**config.mk**
```make
export PLATFORM = sky130hd
export DESIGN_NAME = f2h_msg_tx_flat
export DESIGN_NICKNAME = d
export VERILOG_FILES = /design/src/rtl/f2h_msg_tx_if.sv /design/src/rtl/f2h_msg_tx.sv /design/src/flat_wrapper.sv
export SDC_FILE = /design/constraint.sdc
export NUM_CORES = 1
export LEC_CHECK = 0
export CAP_MARGIN = 15
export CORE_ASPECT_RATIO = 0.5
export CORE_MARGIN = 2
export CORE_UTILIZATION = 48
export CTS_CLUSTER_DIAMETER = 200
export CTS_CLUSTER_SIZE = 12
export DETAILED_ROUTE_END_ITERATION = 10
export PLACE_DENSITY = 0.65
export SLEW_MARGIN = 15
export SYNTH_ARGS = -nofsm -noshare
export SYNTH_HDL_FRONTEND = slang
export SYNTH_SLANG_ARGS = --single-unit
```
**constraint.sdc**
```tcl
create_clock -name clk -period 5.65 [get_ports clk]
set_clock_uncertainty 0.1 [all_clocks]
set_input_delay 1.695 -clock clk [delete_from_list [all_inputs] [get_ports clk]]
set_output_delay 1.695 -clock clk [all_outputs]
set_load 0.05 [all_outputs]
```
**src/rtl/f2h_msg_tx_if.sv**
```systemverilog
// Signal bundle between the NPU fabric, the f2h message transmitter and the host PIO.
// master = transmitter side, slave = fabric/host side.
interface f2h_msg_tx_if;
   logic        evt_move_done;
   logic        evt_ldst_done;
   logic        evt_cu_idle;
   logic        data_valid;
   logic [23:0] data_word;
   logic        data_ready;
   logic        host_ack;
   logic [31:0] f2h_pio32;
   logic        f2h_write;
   logic        overflow;
   logic        busy;

   modport master (
      input  evt_move_done,
      input  evt_ldst_done,
      input  evt_cu_idle,
      input  data_valid,
      input  data_word,
      input  host_ack,
      output data_ready,
      output f2h_pio32,
      output f2h_write,
      output overflow,
      output busy
   );

   modport slave (
      output evt_move_done,
      output evt_ldst_done,
      output evt_cu_idle,
      output data_valid,
      output data_word,
      output host_ack,
      input  data_ready,
      input  f2h_pio32,
      input  f2h_write,
      input  overflow,
      input  busy
   );
endinterface

```
**src/rtl/f2h_msg_tx.sv**
```systemverilog
// Host-bound message transmitter: coalesces NPU completion events and EU result words
// into tagged 32-bit PIO writes, paced by host credits and a minimum inter-write gap.
//
//   state | meaning
//   ------+-------------------------------------------------------------
//   IDLE  | wait for credit and a pending source; latch word on issue
//   SEND  | f2h_write strobe, seq++, credit--
//   GAP   | forced idle for GAP_CYCLES cycles so the HPS PIO keeps up
module f2h_msg_tx #(
   parameter int FIFO_DEPTH = 8,
   parameter int CREDITS    = 1,
   parameter int GAP_CYCLES = 2
) (
   input  logic         clk,
   input  logic         rst_n,
   f2h_msg_tx_if.master bus
);

   localparam int AW = $clog2(FIFO_DEPTH);
   localparam int CW = $clog2(CREDITS + 1);
   localparam int GW = (GAP_CYCLES > 1) ? $clog2(GAP_CYCLES) : 1;
   localparam int GAP_LOAD_I = (GAP_CYCLES > 0) ? GAP_CYCLES - 1 : 0;

   localparam logic [CW-1:0] CRED_MAX  = CW'(CREDITS);
   localparam logic [GW-1:0] GAP_LOAD  = GW'(GAP_LOAD_I);
   localparam logic [AW:0]   FIFO_FULL = (AW + 1)'(FIFO_DEPTH);

   localparam logic [3:0] TYPE_MOVE = 4'd1;
   localparam logic [3:0] TYPE_LDST = 4'd2;
   localparam logic [3:0] TYPE_CU   = 4'd3;
   localparam logic [3:0] TYPE_DATA = 4'd4;

   typedef enum logic [1:0] {
      S_IDLE = 2'd0,
      S_SEND = 2'd1,
      S_GAP  = 2'd2
   } state_t;

   state_t        r_state;
   state_t        w_state_nxt;

   logic [7:0]    r_cnt_mv;
   logic [7:0]    r_cnt_ls;
   logic [7:0]    r_cnt_cu;
   logic [3:0]    r_seq;
   logic [CW-1:0] r_credit;
   logic [GW-1:0] r_gap;
   logic [31:0]   r_pio;
   logic          r_overflow;

   logic [23:0]   r_mem [FIFO_DEPTH];
   logic [AW:0]   r_wr_ptr;
   logic [AW:0]   r_rd_ptr;

   logic          w_fifo_empty;
   logic          w_fifo_full;
   logic          w_push;
   logic          w_pop;
   logic          w_any_evt;
   logic          w_issue;
   logic          w_sel_mv;
   logic          w_sel_ls;
   logic          w_sel_cu;
   logic          w_sel_dt;
   logic [31:0]   w_msg;
   logic          w_cred_inc;
   logic          w_cred_dec;
   logic          w_write;
   logic          w_busy;

   function automatic logic [7:0] f_evt_next(input logic [7:0] cnt,
                                             input logic       pulse,
                                             input logic       clr);
      logic [7:0] nxt;
      nxt = cnt;
      if (clr) begin
         nxt = pulse ? 8'd1 : 8'd0;
      end else if (pulse && (cnt != 8'hFF)) begin
         nxt = cnt + 8'd1;
      end
      return nxt;
   endfunction

   // data FIFO: pointers carry one extra wrap bit to tell full from empty
   assign w_fifo_empty = (r_wr_ptr == r_rd_ptr);
   assign w_fifo_full  = ((r_wr_ptr - r_rd_ptr) == FIFO_FULL);
   assign w_push       = bus.data_valid && !w_fifo_full;
   assign w_pop        = w_issue && w_sel_dt;

   always_ff @(posedge clk) begin
      if (w_push) begin
         r_mem[r_wr_ptr[AW-1:0]] <= bus.data_word;
      end
   end

   always_ff @(posedge clk or negedge rst_n) begin
      if (!rst_n) begin
         r_wr_ptr   <= '0;
         r_rd_ptr   <= '0;
         r_overflow <= 1'b0;
      end else begin
         if (w_push) begin
            r_wr_ptr <= r_wr_ptr + 1'b1;
         end
         if (w_pop) begin
            r_rd_ptr <= r_rd_ptr + 1'b1;
         end
         if (bus.data_valid && w_fifo_full) begin
            r_overflow <= 1'b1;
         end
      end
   end

   // fixed priority; lower classes may starve
   assign w_any_evt = (r_cnt_mv != 8'd0) || (r_cnt_ls != 8'd0) || (r_cnt_cu != 8'd0);
   assign w_sel_mv  = (r_cnt_mv != 8'd0);
   assign w_sel_ls  = !w_sel_mv && (r_cnt_ls != 8'd0);
   assign w_sel_cu  = !w_sel_mv && !w_sel_ls && (r_cnt_cu != 8'd0);
   assign w_sel_dt  = !w_any_evt && !w_fifo_empty;

   always_comb begin
      w_msg = 32'd0;
      if (w_sel_mv) begin
         w_msg = {TYPE_MOVE, r_seq, 16'd0, r_cnt_mv};
      end else if (w_sel_ls) begin
         w_msg = {TYPE_LDST, r_seq, 16'd0, r_cnt_ls};
      end else if (w_sel_cu) begin
         w_msg = {TYPE_CU, r_seq, 16'd0, r_cnt_cu};
      end else if (w_sel_dt) begin
         w_msg = {TYPE_DATA, r_seq, r_mem[r_rd_ptr[AW-1:0]]};
      end
   end

   assign w_issue = (r_state == S_IDLE) && (r_credit != '0) &&
                    (w_any_evt || !w_fifo_empty);

   always_ff @(posedge clk or negedge rst_n) begin
      if (!rst_n) begin
         r_cnt_mv <= 8'd0;
         r_cnt_ls <= 8'd0;
         r_cnt_cu <= 8'd0;
      end else begin
         r_cnt_mv <= f_evt_next(r_cnt_mv, bus.evt_move_done, w_issue && w_sel_mv);
         r_cnt_ls <= f_evt_next(r_cnt_ls, bus.evt_ldst_done, w_issue && w_sel_ls);
         r_cnt_cu <= f_evt_next(r_cnt_cu, bus.evt_cu_idle,   w_issue && w_sel_cu);
      end
   end

   // an ack coinciding with a write always nets out, even at full credit
   assign w_cred_dec = (r_state == S_SEND);
   assign w_cred_inc = bus.host_ack && ((r_credit != CRED_MAX) || w_cred_dec);

   always_ff @(posedge clk or negedge rst_n) begin
      if (!rst_n) begin
         r_credit <= CRED_MAX;
      end else begin
         case ({w_cred_inc, w_cred_dec})
            2'b10:   r_credit <= r_credit + 1'b1;
            2'b01:   r_credit <= r_credit - 1'b1;
            default: r_credit <= r_credit;
         endcase
      end
   end

   always_ff @(posedge clk or negedge rst_n) begin
      if (!rst_n) begin
         r_pio <= 32'd0;
         r_seq <= 4'd0;
         r_gap <= '0;
      end else begin
         if (w_issue) begin
            r_pio <= w_msg;
         end
         if (r_state == S_SEND) begin
            r_seq <= r_seq + 4'd1;
            r_gap <= GAP_LOAD;
         end else if ((r_state == S_GAP) && (r_gap != '0)) begin
            r_gap <= r_gap - 1'b1;
         end
      end
   end

   always_ff @(posedge clk or negedge rst_n) begin
      if (!rst_n) begin
         r_state <= S_IDLE;
      end else begin
         r_state <= w_state_nxt;
      end
   end

   always_comb begin
      w_state_nxt = r_state;
      case (r_state)
         S_IDLE: begin
            if (w_issue) begin
               w_state_nxt = S_SEND;
            end
         end
         S_SEND: begin
            w_state_nxt = (GAP_CYCLES > 0) ? S_GAP : S_IDLE;
         end
         S_GAP: begin
            if (r_gap == '0) begin
               w_state_nxt = S_IDLE;
            end
         end
         default: w_state_nxt = S_IDLE;
      endcase
   end

   always_comb begin
      w_write = 1'b0;
      w_busy  = w_any_evt || !w_fifo_empty;
      if (r_state == S_SEND) begin
         w_write = 1'b1;
      end
      if (r_state != S_IDLE) begin
         w_busy = 1'b1;
      end
   end

   assign bus.f2h_pio32  = r_pio;
   assign bus.f2h_write  = w_write;
   assign bus.overflow   = r_overflow;
   assign bus.busy       = w_busy;
   assign bus.data_ready = !w_fifo_full;

endmodule

```
**src/flat_wrapper.sv**
```systemverilog
// flat-port wrapper written by rule: the top's interface ports become plain ports
module f2h_msg_tx_flat 
#(
   parameter int FIFO_DEPTH = 8,
   parameter int CREDITS    = 1,
   parameter int GAP_CYCLES = 2
)
  (clk, rst_n, bus_evt_move_done, bus_evt_ldst_done, bus_evt_cu_idle, bus_data_valid, bus_data_word, bus_host_ack, bus_data_ready, bus_f2h_pio32, bus_f2h_write, bus_overflow, bus_busy);
  f2h_msg_tx_if bus_i ();
  input  logic clk;
  input  logic rst_n;
  input wire logic [$bits(bus_i.evt_move_done)-1:0] bus_evt_move_done;
  input wire logic [$bits(bus_i.evt_ldst_done)-1:0] bus_evt_ldst_done;
  input wire logic [$bits(bus_i.evt_cu_idle)-1:0] bus_evt_cu_idle;
  input wire logic [$bits(bus_i.data_valid)-1:0] bus_data_valid;
  input wire logic [$bits(bus_i.data_word)-1:0] bus_data_word;
  input wire logic [$bits(bus_i.host_ack)-1:0] bus_host_ack;
  output wire logic [$bits(bus_i.data_ready)-1:0] bus_data_ready;
  output wire logic [$bits(bus_i.f2h_pio32)-1:0] bus_f2h_pio32;
  output wire logic [$bits(bus_i.f2h_write)-1:0] bus_f2h_write;
  output wire logic [$bits(bus_i.overflow)-1:0] bus_overflow;
  output wire logic [$bits(bus_i.busy)-1:0] bus_busy;
  assign bus_i.evt_move_done = bus_evt_move_done;
  assign bus_i.evt_ldst_done = bus_evt_ldst_done;
  assign bus_i.evt_cu_idle = bus_evt_cu_idle;
  assign bus_i.data_valid = bus_data_valid;
  assign bus_i.data_word = bus_data_word;
  assign bus_i.host_ack = bus_host_ack;
  assign bus_data_ready = bus_i.data_ready;
  assign bus_f2h_pio32 = bus_i.f2h_pio32;
  assign bus_f2h_write = bus_i.f2h_write;
  assign bus_overflow = bus_i.overflow;
  assign bus_busy = bus_i.busy;
  f2h_msg_tx #(.FIFO_DEPTH(FIFO_DEPTH), .CREDITS(CREDITS), .GAP_CYCLES(GAP_CYCLES)) u_core (.clk(clk), .rst_n(rst_n), .bus(bus_i));
endmodule
```
Word level (Yosys, flattened, before mapping)
Memory sizes are Yosys's and may differ from the RTL's.
Cells that the tools add are included.
{ "word_totals": {"register_bits": 73, "ram_bits": 192, "output_inout_bits": 36, "elab_cells": 94, "memories": 1} }
{ "memory_table": {"columns": ["memory", "depth", "word_bits", "read_ports", "rd_clocked_by_memory_dff", "write_ports", "line_no", "text"], "rows": [
  ["u_core.r_mem", 8, 24, 1, 0, 1, "f2h_msg_tx.sv:51", "logic [23:0] r_mem [FIFO_DEPTH];"]
]} }
{ "classes": {"n_addsub": 10, "n_eq_ne": 11, "n_mux": 23, "n_bitwise": 1, "n_reduce_logical": 37} }
{ "ops": {"columns": ["op", "count"], "rows": [
  ["2-to-1 mux 32 bit", 3],
  ["2-to-1 mux 8 bit", 6],
  ["2-to-1 mux 31 bit", 1],
  ["adder 8 x 1 -> 8 bit (second input constant)", 3],
  ["!= test 8 bit (second input constant)", 3],
  ["nonzero test 8 bit", 3],
  ["logical AND 1 bit", 17],
  ["adder 4 x 1 -> 4 bit (second input constant)", 3],
  ["nonzero test 2 bit", 6],
  ["2-to-1 mux 1 bit", 9],
  ["case mux 2 bit (3 select lines)", 1],
  ["logical NOT 1 bit", 5],
  ["equality test 2 x 1 -> 1 bit (second input constant)", 2],
  ["equality test 2 bit (second input constant)", 2],
  ["equality test 4 bit", 1],
  ["equality test 4 bit (second input constant)", 1],
  ["logical OR 1 bit", 4],
  ["2-to-1 mux 2 bit", 2],
  ["subtractor 4 bit", 1],
  ["logical NOT 2 bit", 1],
  ["!= test 2 x 1 -> 1 bit (second input constant)", 1],
  ["!= test 2 bit (second input constant)", 1],
  ["case mux 1 bit (2 select lines)", 1],
  ["AND reduction 2 bit", 1],
  ["3 further kinds", 4]
]} }

Longest topological paths before layout
{ "logic_depth": {"ltp_word": 9, "ltp_mapped": 11, "ltp_nobuf": 7} }

Worst setup path after synthesis
No wires, ideal clock.
{ "synth_path": {"kind": "register -> register", "start": "register u_core.r_rd_ptr[1]", "end": "memory u_core.r_mem[4][0], enable pin", "setup_time_ns": 0.475, "arrival_ns": 4.676, "slack_ns": 0.399, "path_stages_with_launch": 10, "n_path_buf": 3, "cell_sequence": "dfrtp_1 buf_2 buf_1 clkbuf_1 inv_1 ha_1 nor2b_1 o211ai_1 nand3_1 nor4b_1"} }
{ "synth_between": {"elab_chain_len": 6} }
{ "synth_lines": {"columns": ["item", "line_no", "text"], "rows": [
  ["from (decl)", "f2h_msg_tx.sv:53", "logic [AW:0] r_rd_ptr;"],
  ["from (signal assigned)", "f2h_msg_tx.sv:106", "r_rd_ptr <= r_rd_ptr + 1'b1;"],
  ["subtractor 4 bit", "f2h_msg_tx.sv:86", "assign w_fifo_full = ((r_wr_ptr - r_rd_ptr) == FIFO_FULL);"],
  ["equality test 4 bit", "f2h_msg_tx.sv:86", null],
  ["logical NOT 1 bit", "f2h_msg_tx.sv:87", "assign w_push = bus.data_valid && !w_fifo_full;"],
  ["logical AND 1 bit", "f2h_msg_tx.sv:87", null],
  ["2-to-1 mux 1 bit", "f2h_msg_tx.sv:91", "if (w_push) begin"],
  ["2-to-1 mux 1 bit (not written as such)", "f2h_msg_tx.sv:92", "r_mem[r_wr_ptr[AW-1:0]] <= bus.data_word;"],
  ["to (decl)", "f2h_msg_tx.sv:51", null]
]} }
Every way passes these cells.

Final worst setup path
{ "layout_path": {"start": "register u_core.r_rd_ptr[2]", "end": "output port bus_busy"} }
{ "layout_between": {"elab_chain_len": 4} }
{ "layout_lines": {"columns": ["item", "line_no", "text"], "rows": [
  ["equality test 4 bit", "f2h_msg_tx.sv:85", "assign w_fifo_empty = (r_wr_ptr == r_rd_ptr);"],
  ["logical NOT 1 bit", "f2h_msg_tx.sv:213", "w_busy = w_any_evt || !w_fifo_empty;"],
  ["logical OR 1 bit", "f2h_msg_tx.sv:213", null],
  ["2-to-1 mux 1 bit", "f2h_msg_tx.sv:217", "if (r_state != S_IDLE) begin"],
  ["to (decl)", "flat_wrapper.sv:22", "output wire logic [$bits(bus_i.busy)-1:0] bus_busy;"]
]} }
Every way passes these cells.

==> results.json <==
{
  "run_status": "completed",
  "ys.flop_type": "edfxtp_1",
  "dr_total_vias": 5855,
  "critical-path-slowest-cell": "clkdlybuf4s50_1",
  "timing_max_transition_violations_final": 0,
  "fraction_of_the_mapped_netlist_area_in_compound_gates_pct": 3.84,
  "detailedPlacementHpwl_mm": 12.6,
  "synthSimpleGateAreaFrac_pct": 7.98,
  "power_density_nw_per_um2": 467,
  "timing.critical_path.depth": 7,
  "grt-ovfl-total": 0,
  "grt_usage_pct": 18.8,
  "first_global_vias": 5944,
  "design.core.area_sq_um": 21900,
  "worstPathArrival_ns": 3.06,
  "clock_sinks": 264,
  "maxCapViolCount": 0,
  "worstPathBufferInverterCount": 2,
  "cts_setup_buffers": 0,
  "n_antenna_cell": 0,
  "tritoncts_clock_tree": "yes",
  "drt-initial-drc-count": 391,
  "timing.critical_path.fanout_max": 13,
  "drt-wirelength-per-cell_um": 20.3,
  "syn_inst": 664,
  "synth_warnings": 0,
  "cts_buffers": 25,
  "routed_wirelength_mm": 21.5,
  "final.period_utilization_pct": 85.9,
  "worst_setup_hold_path_clk_slew_ns": 0.06,
  "viasPerCell": 5.53,
  "power.ir.vdd_worst_mv": 0.243,
  "num-nets-final": 782,
  "setup.worst_path.class": "flop to output port",
  "clk_root_buffer_cell": "clkbuf_16",
  "antenna_left": 0,
  "boundaryPins": 67,
  "placed_standard_cell_area_sq_um": 11800,
  "share_of_cell_area_taken_by_muxes_after_synthesis_pct": 12.3,
  "grt_antenna_before_repair": 0,
  "setup.reg_to_reg.worst_slack_ns": 2.32,
  "gpl.final_weighted_congestion": 0.877,
  "number_of_register_bits_inferred_by_synthesis": 264,
  "drt_pre_antenna_iters": 5,
  "avgSynthCellArea_sq_um": 16.3,
  "synthAdderAreaFrac_pct": 1.48,
  "rsz0062_at_grt": "false",
  "h-tree-depth": 1,
  "setup.worst_path.start_class": "flop",
  "hold_crit_class": "flop to flop",
  "fill_cells": 1712,
  "final.setup.tns_ns": 0,
  "die_y_um": 110,
  "combinational_family_with_the_most_area_after_synthesis": "multiplexers",
  "hold_path_depth": 1,
  "async_reset_ff_share_pct": 27.3,
  "synth.net_count": 707,
  "power_leakage_uw": 0.00447,
  "placed_cell_count": 1012,
  "slew-limit-headroom_pct": 34.7,
  "area.sequential_sq_um": 7570,
  "worstPathRequired_ns": 3.86,
  "multiInputGateArea_sq_um": 3080,
  "max_freq_ghz": 0.206,
  "syn_area_sq_um": 10800,
  "count_of_flip_flops_with_a_built_in_enable_after_synthesis": 192,
  "placement.setup.worst_slack_ns": 1.35,
  "portion_of_the_post_synthesis_area_used_by_sequential_elements_pct": 70.0,
  "layoutNonFillerInstCount": 1058,
  "synth.lib_cells_used.distinct": 56,
  "area_growth_syn_to_layout_pct": 16.1,
  "crit_family": "buffers and inverters",
  "fin_hold_ws_ns": 0.364,
  "port_buffers": 65,
  "ctsHoldBuffers": 0,
  "final_critical_path_setup_slack_ns": 0.798,
  "worstMarginPinSlew_ns": 0.980,
  "layout_min_cycle_time_ns": 4.85,
  "r2r.worst_path.cells": 7,
  "final_area_sq_um": 12600,
  "fraction_of_layout_instances_using_a_drive_strength_above_1_pct": 14.6,
  "setup_violations": 0,
  "crit_path_end_kind": "output port",
  "grt_pass1_wl_mm": 33.7,
  "die_x_um": 216,
  "placementRows": 38,
  "synthXorXnorAreaFrac_pct": 2.41,
  "drc_errors": 0,
  "cp_slowest_stage_delay_ns": 0.81,
  "hold_viol": 0,
  "post_cts_resized": 0,
  "start_util_pct": 49.5,
  "grt_max_degree": 52,
  "die-area_sq_um": 23800,
  "cts.path.max_buffers": 3,
  "clock_insertion_delay_worst_skew_ns": 0.53,
  "critical_path.cell_chain": "inv_1 > ha_1 > and3_1 > nand2b_1 > nor3_1 > nand2_1 > clkdlybuf4s50_1"
}
==> layout make-up <==
cell class | count | area share (%)
Inverter | 15 | 0.448
Timing Repair Buffer | 79 | 6.09
Tap cell | 300 | 2.99
Clock buffer | 45 | 5.58
Clock inverter | 1 | 0.159
Multi-Input combinational cell | 354 | 24.5
Sequential cell | 264 | 60.3
==> path summary, 6_finish.rpt <==
kind | to | start
setup / recovery | bus_busy | u_core.r_rd_ptr[2]
hold / removal | u_core.r_seq[3] | u_core.r_seq[3]
setup reg to reg | u_core.bus.f2h_pio32[24] | u_core.r_rd_ptr[2]
hold reg to reg | u_core.r_seq[3] | u_core.r_seq[3]
max in group asynchronous | u_core.r_rd_ptr[1] | rst_n
min in group asynchronous | u_core.bus.f2h_pio32[11] | rst_n
==> cell usage after synthesis (all sizes together), types with 2 or more instances <==
library cell	instances	area, sq um
nor2	38	143
nand2	65	244
o21ai	20	100
a211oi	6	45.0
o31ai	3	36.3
and4	5	43.8
mux2	8	90.1
nor4b	3	41.3
mux4	48	1080
a22o	2	17.5
a31oi	7	43.8
dfrtp	71	1780
xnor2	12	105
clkbuf	11	41.3
o211ai	2	15.0
nor3b	2	15.0
nand3	11	55.1
nor3	11	65.1
ha	12	150
xor2	15	131
nor2b	10	62.6
mux2i	16	160
nand4	11	75.1
a21oi	18	90.1
inv	15	56.3
and3	6	37.5
buf	20	119
edfxtp	192	5770
and2	2	12.5
nor4	6	37.5
==> power breakdown <==
group | internal (uW) | switching, uW
Clock | 838 | 680
Combinational | 659 | 1010
Sequential | 2460 | 223
==> routing by layer <==
metal / GRT usage, % / up-vias / part of all wire (%)
met5: 0 / - / 0
met4: 4.65 / 0 / 1.8
met3: 3.29 / 32 / 4.5
met2: 29.9 / 137 / 46
met1: 27.3 / 2994 / 48
li1: - / 2692 / -
==> placed cells by master (no fill, tap or decap), types with 3 or more instances in the layout <==
cell	netlist	final
xor2_1	15	15
mux2_1	3	3
a21oi_1	18	18
edfxtp_1	192	192
mux4_2	48	48
o21ai_0	19	19
and3_1	6	6
clkbuf_1	11	20
clkdlybuf4s50_1	0	64
nor2_1	38	37
buf_4	2	14
nor3_1	9	6
dfrtp_1	71	69
nand3_1	11	11
and4_1	5	5
nand2_1	65	65
xnor2_1	12	12
clkbuf_16	0	25
nor3_2	2	5
nor2b_1	10	10
ha_1	12	12
nor4_1	6	4
inv_1	14	14
a211oi_1	6	6
mux2i_1	16	16
a31oi_1	7	7
nand4_1	10	10
mux2_2	5	5
==> stage by stage <==
stage	power [uW]	utilization, %
floorplan	3900	-
global placement	4370	54.2
detailed placement	4410	54.2
CTS	5940	57.4
global route	6190	57.4
finish	5870	57.4
==> cells by family (layout without fill, tap and decap cells) <==
group,count (synthesis),count (layout)
other cells,1,1
buf+inv,46,140
xor+xnor,28,28
simple gates,174,174
fa+ha+maj,13,13
mux,72,72
flops,264,264
compound gates,66,66
==> sequential cells by signal, summed over array words and instances, names as in the netlist <==
signal	count
u_core.r_cnt_cu	8
u_core.bus.overflow	1
u_core.r_cnt_ls	8
u_core.r_credit	1
u_core.r_mem	192
u_core.r_cnt_mv	8
u_core.bus.f2h_pio32	31
u_core.r_gap	1
u_core.r_state	2
u_core.r_rd_ptr	4
u_core.r_wr_ptr	4
u_core.r_seq	4
(Power assumes the default switching activity.)
==> patch (config.mk and constraints unchanged) <==
The 3 states of `state_t` get a one-hot encoding in 3 bits.
--- a/src/rtl/f2h_msg_tx.sv
+++ b/src/rtl/f2h_msg_tx.sv
@@ -30,10 +30,10 @@
    localparam logic [3:0] TYPE_CU   = 4'd3;
    localparam logic [3:0] TYPE_DATA = 4'd4;
 
-   typedef enum logic [1:0] {
-      S_IDLE = 2'd0,
-      S_SEND = 2'd1,
-      S_GAP  = 2'd2
+   typedef enum logic [2:0] {
+      S_IDLE = 3'b001,
+      S_SEND = 3'b010,
+      S_GAP  = 3'b100
    } state_t;
 
    state_t        r_state;
Check against the original RTL: no difference found for any inputs over 4 cycles, from zero or initial values and one cycle with rst_n low; so few cycles prove little.
==> patch against the original RTL <==
Wire length fell by 3.7%; final area rose by 0.38%; setup slack got worse by 59 ps; area after synthesis barely moved; total power fell by 0.65%; largest power group unchanged; sequential cell count rose by 1; register-to-register slack improved by 240 ps; sequential share of layout area barely moved; sequential power barely moved.
==> patch: results (changes against the original RTL) <==
Vias in the first global route: 5792 (-2.6%)
Unique masters post-synth: 62 (+11%)
Switch share: 0.322 (-0.00319)
Synthesized net count: 694 (-1.8%)
# fillers: 1666 (-2.7%)
Layout cells sized above 1: 0.166 (+0.0191)
Slew headroom: 0.355 (+0.00868)
Dpl hpwl: 12.1 mm (-3.6%)
Max frequency: 204 MHz (-1.2%)
Reg2reg end: u_core.r_mem[6][2]
DRT Pass-1 Iters: 5 (unchanged)
Most common cell in the synthesized netlist: edfxtp_1
Setup bufs post-CTS: 0 (unchanged)
Worst hold slack: 373 ps (+8.71 ps)
CP Data Arrival Time: 3120 ps (+60 ps)
Max reg flops: 192 (unchanged)
Worst Hold End: u_core.r_seq[3]
Post-Place Worst Slack: 1260 ps (-92.1 ps)
GRT Total Usage: 0.180 (-0.00748)
Later-pin clock latency in the skew report: 540 ps
Max Fanout on Critical Path: 18 (+5)
Final nets: 772 (-1.3%)
Clock slew at reported path FFs: 60 ps (about the same)
Status: completed
Mapped Avg Cell Area: 16.6 um2 (+2.1%)
Top cells by area, synth: edfxtp_1 (53%), dfrtp_1 (16%), mux4_2 (10%), mux2i_1 (1.8%), nand2_1 (1.8%)
Share of synthesized flip-flops with an asynchronous set or reset: 0.275 (+0.00274)
Hold Crit Class: reg -> reg
CTS Buf Count: 26 (+4.0%)
# port buffers: 65 (unchanged)
H-tree Lvls: 1 (unchanged)
Reg2Reg Launch Point: u_core.r_rd_ptr[2]
Maximum VDD drop: 0.000231 V (-5.0%)
Hold-critical path depth: 1 (unchanged)
Root buffer cell: clkbuf_16
Reg-to-reg slack, setup: 2560 ps (+240 ps)
Register-to-Register Path Depth: 10 (+3)
Pleak: 0.00443 uW (-0.97%)
Antenna violations before repair: 0 (unchanged)
Max clock buf depth: 3 (unchanged)
Synth top cells by count: edfxtp_1 (192), dfrtp_1 (71), nand2_1 (53)
Largest net degree at the start of global routing: 50 (-3.8%)
EDFF count, synth: 192 (unchanged)
Sequential element share of the synthesized area: 0.701 (+0.00194)
Wire per inst: 19.7 um (-2.9%)
Worst hold start: u_core.r_seq[3]
Placed insts: 1001 (-1.1%)
Via count: 5755 (-1.7%)
CTS resizes: 0 (unchanged)
Initial DRC count: 379 (-3.1%)
N_diodes: 0 (unchanged)
Gpl congestion: 0.850 (-3.0%)
Synth Warn #: 0 (unchanged)
First-pass GRT wire length: 32.2 mm (-4.4%)
Vias per cell: 5.49 (-0.86%)
patch: changes by cell type after synthesis, sizes merged, moves of 5 or more:
cell	unedited run	this run
o211ai	2	11
clkbuf	11	6
o21ai	20	25
xor2	15	7
a221oi	0	6
nand2	65	53
a211oi	6	1
xnor2	12	20
nor3	11	16
a21oi	18	9
nand2b	1	6
nor2b	10	3
patch: metal layers:
layer  part of all wire  global-route usage  vias up
met3              0.041              0.0357       25
met1               0.46               0.250     2944
met4              0.016              0.0421        0
met5                  0                   0        -
met2               0.48               0.299      120
li1                   -                   -     2666
patch: cell type report:
| cell class | instances | area share |
|---|---|---|
| Clock inverter | 2 | 0.00327 |
| Inverter | 15 | 0.00446 |
| Multi-Input combinational cell | 343 | 0.243 |
| Sequential cell | 265 | 0.602 |
| Tap cell | 300 | 0.0298 |
| Clock buffer | 46 | 0.0575 |
| Timing Repair Buffer | 78 | 0.0591 |
patch: through the flow:
| stage | total power, uW | area (um2) |
|---|---|---|
| 3_5_place_dp | 4320 | 11800 |
| 6_report | 5830 | 12600 |
| 4_1_cts | 5910 | 12600 |
| 3_3_place_gp | 4280 | 11800 |
| 2_1_floorplan | 3840 | 10800 |
| 5_1_grt | 6150 | 12600 |
patch: logic make-up (layout without fill, tap and decap cells):
group / Yosys count / count (layout) / synth area share
compound gates: 68 / 68 / 0.0400
xor+xnor: 28 / 28 / 0.0240
fa+ha+maj: 12 / 12 / 0.0139
buf+inv: 43 / 141 / 0.0187
flops: 265 / 265 / 0.701
mux: 72 / 72 / 0.123
other cells: 1 / 1 / 0.000346
simple gates: 162 / 162 / 0.0787
patch: power by group through the flow:
stage          clock network, uW  logic (uW)  registers, uW
4_1_cts                     1630        1590           2700
3_5_place_dp                   0        1580           2740
6_report                    1580        1560           2700
5_1_grt                     1710        1700           2740
3_3_place_gp                   0        1570           2720
2_1_floorplan                  0         976           2860
patch: worst max path at each step:
| stage | startpoint | to | cells after the start |
|---|---|---|---|
| global route | u_core.r_rd_ptr[2] | bus_data_ready | 8 |
| detailed placement | u_core.r_rd_ptr[2] | bus_data_ready | 8 |
| CTS | u_core.r_rd_ptr[2] | bus_data_ready | 8 |
| floorplan | u_core.r_rd_ptr[2] | u_core.r_mem[2][0] | 8 |
| finish | u_core.r_rd_ptr[2] | bus_data_ready | 8 |
| global placement | u_core.r_rd_ptr[2] | bus_data_ready | 8 |
patch: critical path: stages, from the launching register on:
cell             delay [ps]
dfrtp_1                 360
buf_4                   210
inv_2                    60
buf_4                   340
ha_1                    230
xor3_1                  230
o41ai_1                 260
nand3_1                 160
clkdlybuf4s50_1         720
